<file path="config.mk">
export PLATFORM = sky130hd
export DESIGN_NAME = train_fleet_requester
export DESIGN_NICKNAME = d
export VERILOG_FILES = /design/src/rtl/train_fleet_requester_pkg.sv /design/src/rtl/train_fleet_requester_train_agent.sv /design/src/rtl/train_fleet_requester.sv
export SDC_FILE = /design/constraint.sdc
export NUM_CORES = 1
export LEC_CHECK = 0
export ABC_AREA = 1
export CAP_MARGIN = 40
export CORE_AREA = 2 2 107 109
export CTS_BUF_LIST = sky130_fd_sc_hd__clkbuf_2
export DETAILED_ROUTE_END_ITERATION = 6
export DIE_AREA = 0 0 109 111
export GPL_ROUTABILITY_DRIVEN = 0
export PLACE_DENSITY = 0.64
export SYNTH_ARGS = -nofsm -noshare
export SYNTH_HDL_FRONTEND = slang
export SYNTH_SLANG_ARGS = --single-unit
</file>
<file path="constraint.sdc">
create_clock -name clk -period 5.9 [get_ports clk]
set_input_delay 0.59 -clock clk [delete_from_list [all_inputs] [get_ports clk]]
set_output_delay 0.59 -clock clk [all_outputs]
set_load 0.05 [all_outputs]
</file>
<file path="src/rtl/train_fleet_requester_pkg.sv">
// Shared definitions for the track-access train side: grant codes, train
// state encoding and fleet size.
package ttcs_pkg;
    localparam int NUM_TRAINS = 4;

    localparam logic [2:0] GRANT_IDLE = 3'd0;
    localparam logic [2:0] GRANT_T1   = 3'd1;
    localparam logic [2:0] GRANT_T2   = 3'd2;
    localparam logic [2:0] GRANT_T3   = 3'd3;
    localparam logic [2:0] GRANT_T4   = 3'd4;

    typedef enum logic [1:0] {
        ST_IDLE = 2'd0,
        ST_WAIT = 2'd1,
        ST_RUN  = 2'd2
    } train_state_t;

    function automatic logic [2:0] grant_code(input int idx);
        return 3'(idx + 1);
    endfunction
endpackage

</file>
<file path="src/rtl/train_fleet_requester_train_agent.sv">
// One train: holds a single transit job, requests the track, counts granted
// occupancy cycles, and reports completion, preemption and misdirected grants.
module train_agent
    import ttcs_pkg::*;
#(
    parameter int IDX   = 0,
    parameter int LEN_W = 8
) (
    input  logic             clk,
    input  logic             reset,
    input  logic             accept,
    input  logic [LEN_W-1:0] len,
    input  logic [2:0]       grant,
    output logic             request,
    output logic             done,
    output logic             busy,
    output logic             preempt,
    output logic             err
);
    localparam logic [2:0] MY_GRANT = grant_code(IDX);

    train_state_t     state, state_nxt;
    logic [LEN_W-1:0] remaining, remaining_nxt;
    logic             request_nxt, done_nxt, granted;

    always_ff @(posedge clk or posedge reset) begin
        if (reset) begin
            state   <= ST_IDLE;
            request <= 1'b0;
            done    <= 1'b0;
        end else begin
            state   <= state_nxt;
            request <= request_nxt;
            done    <= done_nxt;
        end
    end

    // Job length is datapath; it is only meaningful once a job is accepted.
    always_ff @(posedge clk) begin
        remaining <= remaining_nxt;
    end

    always_comb begin
        state_nxt     = state;
        remaining_nxt = remaining;
        request_nxt   = request;
        done_nxt      = 1'b0;
        preempt       = 1'b0;
        granted       = (grant == MY_GRANT) && (state != ST_IDLE);
        case (state)
            ST_IDLE: begin
                if (accept) begin
                    state_nxt     = ST_WAIT;
                    remaining_nxt = (len == '0) ? LEN_W'(1) : len;
                    request_nxt   = 1'b1;
                end
            end
            ST_WAIT, ST_RUN: begin
                if (granted) begin
                    if (remaining == LEN_W'(1)) begin
                        done_nxt    = 1'b1;
                        request_nxt = 1'b0;
                        state_nxt   = ST_IDLE;
                    end else begin
                        remaining_nxt = remaining - LEN_W'(1);
                        state_nxt     = ST_RUN;
                    end
                end else if (state == ST_RUN) begin
                    // Grant revoked mid-transit: keep the job and the request.
                    preempt   = 1'b1;
                    state_nxt = ST_WAIT;
                end
            end
            default: state_nxt = ST_IDLE;
        endcase
    end

    assign busy = (state != ST_IDLE);
    // The arbiter still shows our code during the done cycle; that is legal.
    assign err  = (grant == MY_GRANT) && (state == ST_IDLE) && !done;
endmodule

</file>
<file path="src/rtl/train_fleet_requester.sv">
// Train-side endpoint of the track-access protocol: four train agents plus
// dispatch decode, completion merge, preemption counting and error capture.
module train_fleet_requester
    import ttcs_pkg::*;
#(
    parameter int LEN_W = 8,
    parameter int CNT_W = 8
) (
    input  logic             clk,
    input  logic             reset,
    input  logic             dispatch_valid,
    input  logic [1:0]       dispatch_train,
    input  logic [LEN_W-1:0] dispatch_len,
    output logic             dispatch_ready,
    input  logic [2:0]       grant,
    output logic [3:0]       train_request,
    output logic             train_done,
    output logic [3:0]       train_busy,
    output logic [CNT_W-1:0] preempt_cnt,
    output logic             protocol_err
);
    logic [NUM_TRAINS-1:0] accept, done_vec, preempt_vec, err_vec;

    assign dispatch_ready = !train_busy[dispatch_train];

    for (genvar k = 0; k < NUM_TRAINS; k++) begin : g_train
        assign accept[k] = dispatch_valid && dispatch_ready && (dispatch_train == 2'(k));

        train_agent #(
            .IDX   (k),
            .LEN_W (LEN_W)
        ) u_agent (
            .clk     (clk),
            .reset   (reset),
            .accept  (accept[k]),
            .len     (dispatch_len),
            .grant   (grant),
            .request (train_request[k]),
            .done    (done_vec[k]),
            .busy    (train_busy[k]),
            .preempt (preempt_vec[k]),
            .err     (err_vec[k])
        );
    end

    // Only one train can hold the grant, so at most one done/preempt per cycle.
    assign train_done = |done_vec;

    always_ff @(posedge clk or posedge reset) begin
        if (reset) begin
            preempt_cnt  <= '0;
            protocol_err <= 1'b0;
        end else begin
            if ((|preempt_vec) && (preempt_cnt != '1))
                preempt_cnt <= preempt_cnt + CNT_W'(1);
            if ((grant > GRANT_T4) || (|err_vec))
                protocol_err <= 1'b1;
        end
    end
endmodule

</file>
==> results.md <==
* Cell type of the slowest stage on the worst timing path: clkdlybuf4s50_1
* Worst-Skew Late Latency at 0.48 ns
* Most frequent standard cell in the layout excluding fill and tap cells: nand2_1
* Core outline area at 11100 sq um
* Aggregate global-route resource usage at 14.1%
* Worst-margin pin slew at 0.812 ns
* Switching Share at 48.1%
* Fraction of power consumed by sequential logic at 31.9%
* Max-slew violation count at 0
* Kind of path behind the tightest hold check: in2async
* Maximum VDD drop at 232 uV
* Horizontal extent of the die at 109 um
* Clock tree from TritonCTS: yes
* CTS-repair resized insts at 0
* Starting density of the core at 34.0%
* Die footprint at 12100 sq um
* Via count of the first global-routing pass at 3001
* Post-synthesis sequential area ratio at 42.1%
* Via density per instance at 4.74
* Number of library cell types mapped by synthesis at 35
* Setup clock skew after layout at 0.0325 ns
* Final HPWL from detailed placement at 6240 um
* Switching Power at 0.00128 W
* Mapped cell area at 3770 sq um
* Number of design rule violations left after detail routing at 0
* Category of the most critical setup path: reg2out
* Period utilisation layout at 51.9%
* # Max-Cap Violations at 0
* Final-layout worst hold slack at 0.393 ns
* Final Routed Wirelength at 7980 um
* Biggest fanout along the worst timing path at 5
* Share of post-route cells with drive strength above 1 at 7.28%
* Average routed wire per standard cell at 12.3 um
* Cell area power density at 607 nW/um^2
* H-tree depth reported by CTS at 3
* Total of buffers placed on input and output ports at 34
* Root buffer selected by CTS: clkbuf_2
* Antenna violations before repair at 0
* I/O pin count at 35
* Total Nets Final at 544
* Fmax at 326 MHz
* Critical Path End Type: primary output
* Drt initial violations at 166
* Portion of total power attributed to the clock network at 12.6%
* Number of synthesized register bits at 57
* Synth top area cells: edfxtp_1 (25%), dfrtp_1 (17%), nand2_1 (12%)
* Post-CTS Setup Repair Bufs at 0
* Share of Yosys cell area claimed by the top area cell type at 25.5%
* Critical Path Max Stage Delay at 0.82 ns
* Leakage power at 2.03 nW
* Fill cell instance count of the final layout at 1097
* Final setup viols at 0
* Final antenna diode count at 0
* Number of enable-type register cells in the synthesized netlist at 32
* Synthesized area per cell at 7.97 sq um
* Number of CTS-inserted buffers at 9
* Signal arrival time at the worst endpoint at 2.47 ns
* CP dominant cell by count: inv_1
* DRT antenna net count at 0
* Post-CTS Hold Fix Bufs at 0
* Synthesized netlist cell count at 473
* Yosys warning total at 0
* Cell type with the highest aggregate area in the netlist: edfxtp_1
* Proportion of register bits with asynchronous set or reset after synthesis at 43.9%
* Critical Path RT at 5.31 ns
* CTS clock-pin slew for the worst setup and hold paths at 0.19 ns
* Internal cell power at 0.00137 W
* Fin crit period at 3.06 ns
* Leading cell types in the layout, fill and taps excluded: nand2_1 (120), inv_1 (62), nor2_1 (48)
* Number of failing hold endpoints at the final stage at 0
* Maximum clock path buffer count at 2
* RSZ-0062 raised after global routing: no
* Row count at 39
* TNS Setup at 0 ns
* Largest net degree at the start of global routing at 17
* Clk sinks at 57
* Sum of overflow across all layers after global routing at 0
* Number of vias after detailed routing at 3086
* Comb pwr share at 55.5%
* Outcome: completed
* Area growth, synth to finish at 15.8%
* Primary flip-flop cell chosen by synthesis mapping: edfxtp_1
* Max-Slew Margin vs Limit at 45.8%
* Detailed Routing Iterations Pass 1 at 4
* Critical Path, Cell by Cell: inv_1 > ha_1 > inv_1 > nand3_1 > nand2_1 > nor2_2 > clkdlybuf4s50_1
* Die outline height at 111 um
* Syn nets at 514
* Global-route wire length before repair at 13500 um
* CP startpoint kind: flop
[registers in the layout (all words and copies together), names as in the netlist]
signal / cells
preempt_cnt: 8
g_train.u_agent.done: 4
g_train.u_agent.remaining: 32
g_train.u_agent.request: 4
g_train.u_agent.state: 8
protocol_err: 1
[cells in the mapped netlist, types with 2 or more instances]
cell type,instances
o21ai_0,32
edfxtp_1,32
xor2_1,18
nand3b_1,2
inv_1,62
nor3_1,6
dfrtp_1,25
nor2_1,48
a21oi_1,5
a31oi_1,5
nand4_1,5
nand2_2,5
nand2_1,120
ha_1,25
o21bai_1,2
nand3_2,6
inv_2,2
nand3_1,37
buf_4,9
and3_1,2
clkbuf_1,4
nor2_2,5
xnor2_1,4
[power groups by stage]
stage | Clock (W) | Sequential (W) | Combinational, W
after floorplan | 0 | 0.000853 | 0.00117
after global placement | 0 | 0.000847 | 0.00142
after detailed placement | 0 | 0.000856 | 0.00147
final | 0.000334 | 0.000844 | 0.00147
after global routing | 0.000359 | 0.000867 | 0.00166
after CTS | 0.000341 | 0.000846 | 0.00148
[metal layers]
layer | track usage (%) | part of all wire [%] | vias up
met2 | 24.6 | 52 | 39
met1 | 17.0 | 44 | 1461
met3 | 3.06 | 3.0 | 6
li1 | - | - | 1580
met5 | 0 | 0 | -
met4 | 4.44 | 0.93 | 0
[final timing paths]
| path | startpoint | to | slack, ns | cells past startpoint |
|---|---|---|---|---|
| max | g_train[1].u_agent.state[0] | dispatch_ready | 2.84 | 7 |
| min | reset | preempt_cnt[3] | 0.39 | 2 |
| max reg2reg | g_train[0].u_agent.state[0] | g_train[0].u_agent.remaining[3] | 3.38 | 6 |
| min reg2reg | g_train[1].u_agent.request | g_train[1].u_agent.request | 0.50 | 2 |
| max in group asynchronous | reset | g_train[1].u_agent.state[1] | 5.02 | 3 |
| min in group clk | g_train[1].u_agent.request | g_train[1].u_agent.request | 0.50 | 2 |
[critical path, delay by kind of cell (launching register included)]
kind	cells	cell delay, ns
buffers and inverters	3	1.04
AND/OR/NAND/NOR	3	0.27
flip-flops	1	0.45
adder cells (fa/ha/maj)	1	0.24
[stage by stage]
stage               cell area [sq um]  setup WS, ns  utilization [%]  std cells  total power (W)
CTS                              4370          2.80             39.4        651          0.00267
detailed placement               4210          2.91             38.0        635          0.00232
floorplan                        3770          3.63                -        473          0.00202
finish                           4370          2.84             39.4        651          0.00265
global placement                 4180          2.96             37.7        634          0.00227
global route                     4370          2.65             39.4        651          0.00289
[final cells by class]
type	instances	area (sq um)	area share, %
timing repair buffer	35	368	8.43
sequential	57	1590	36.3
clock buffer	10	50.0	1.15
clock inverter	6	106	2.44
inverter	65	244	5.59
tap	143	179	4.10
multi-input combinational	335	1830	42.0
[kinds of logic after synthesis]
| group | after synthesis | synth area share, % |
|---|---|---|
| DFF | 57 | 42.1 |
| xor gates and xnor gates | 22 | 5.11 |
| AOI/OAI and AO/OA | 49 | 7.40 |
| and+or+nand+nor | 239 | 27.8 |
| adders and majority gates | 25 | 8.29 |
| buffers and inverters | 81 | 9.36 |
Power figures use the tool's default switching activity.
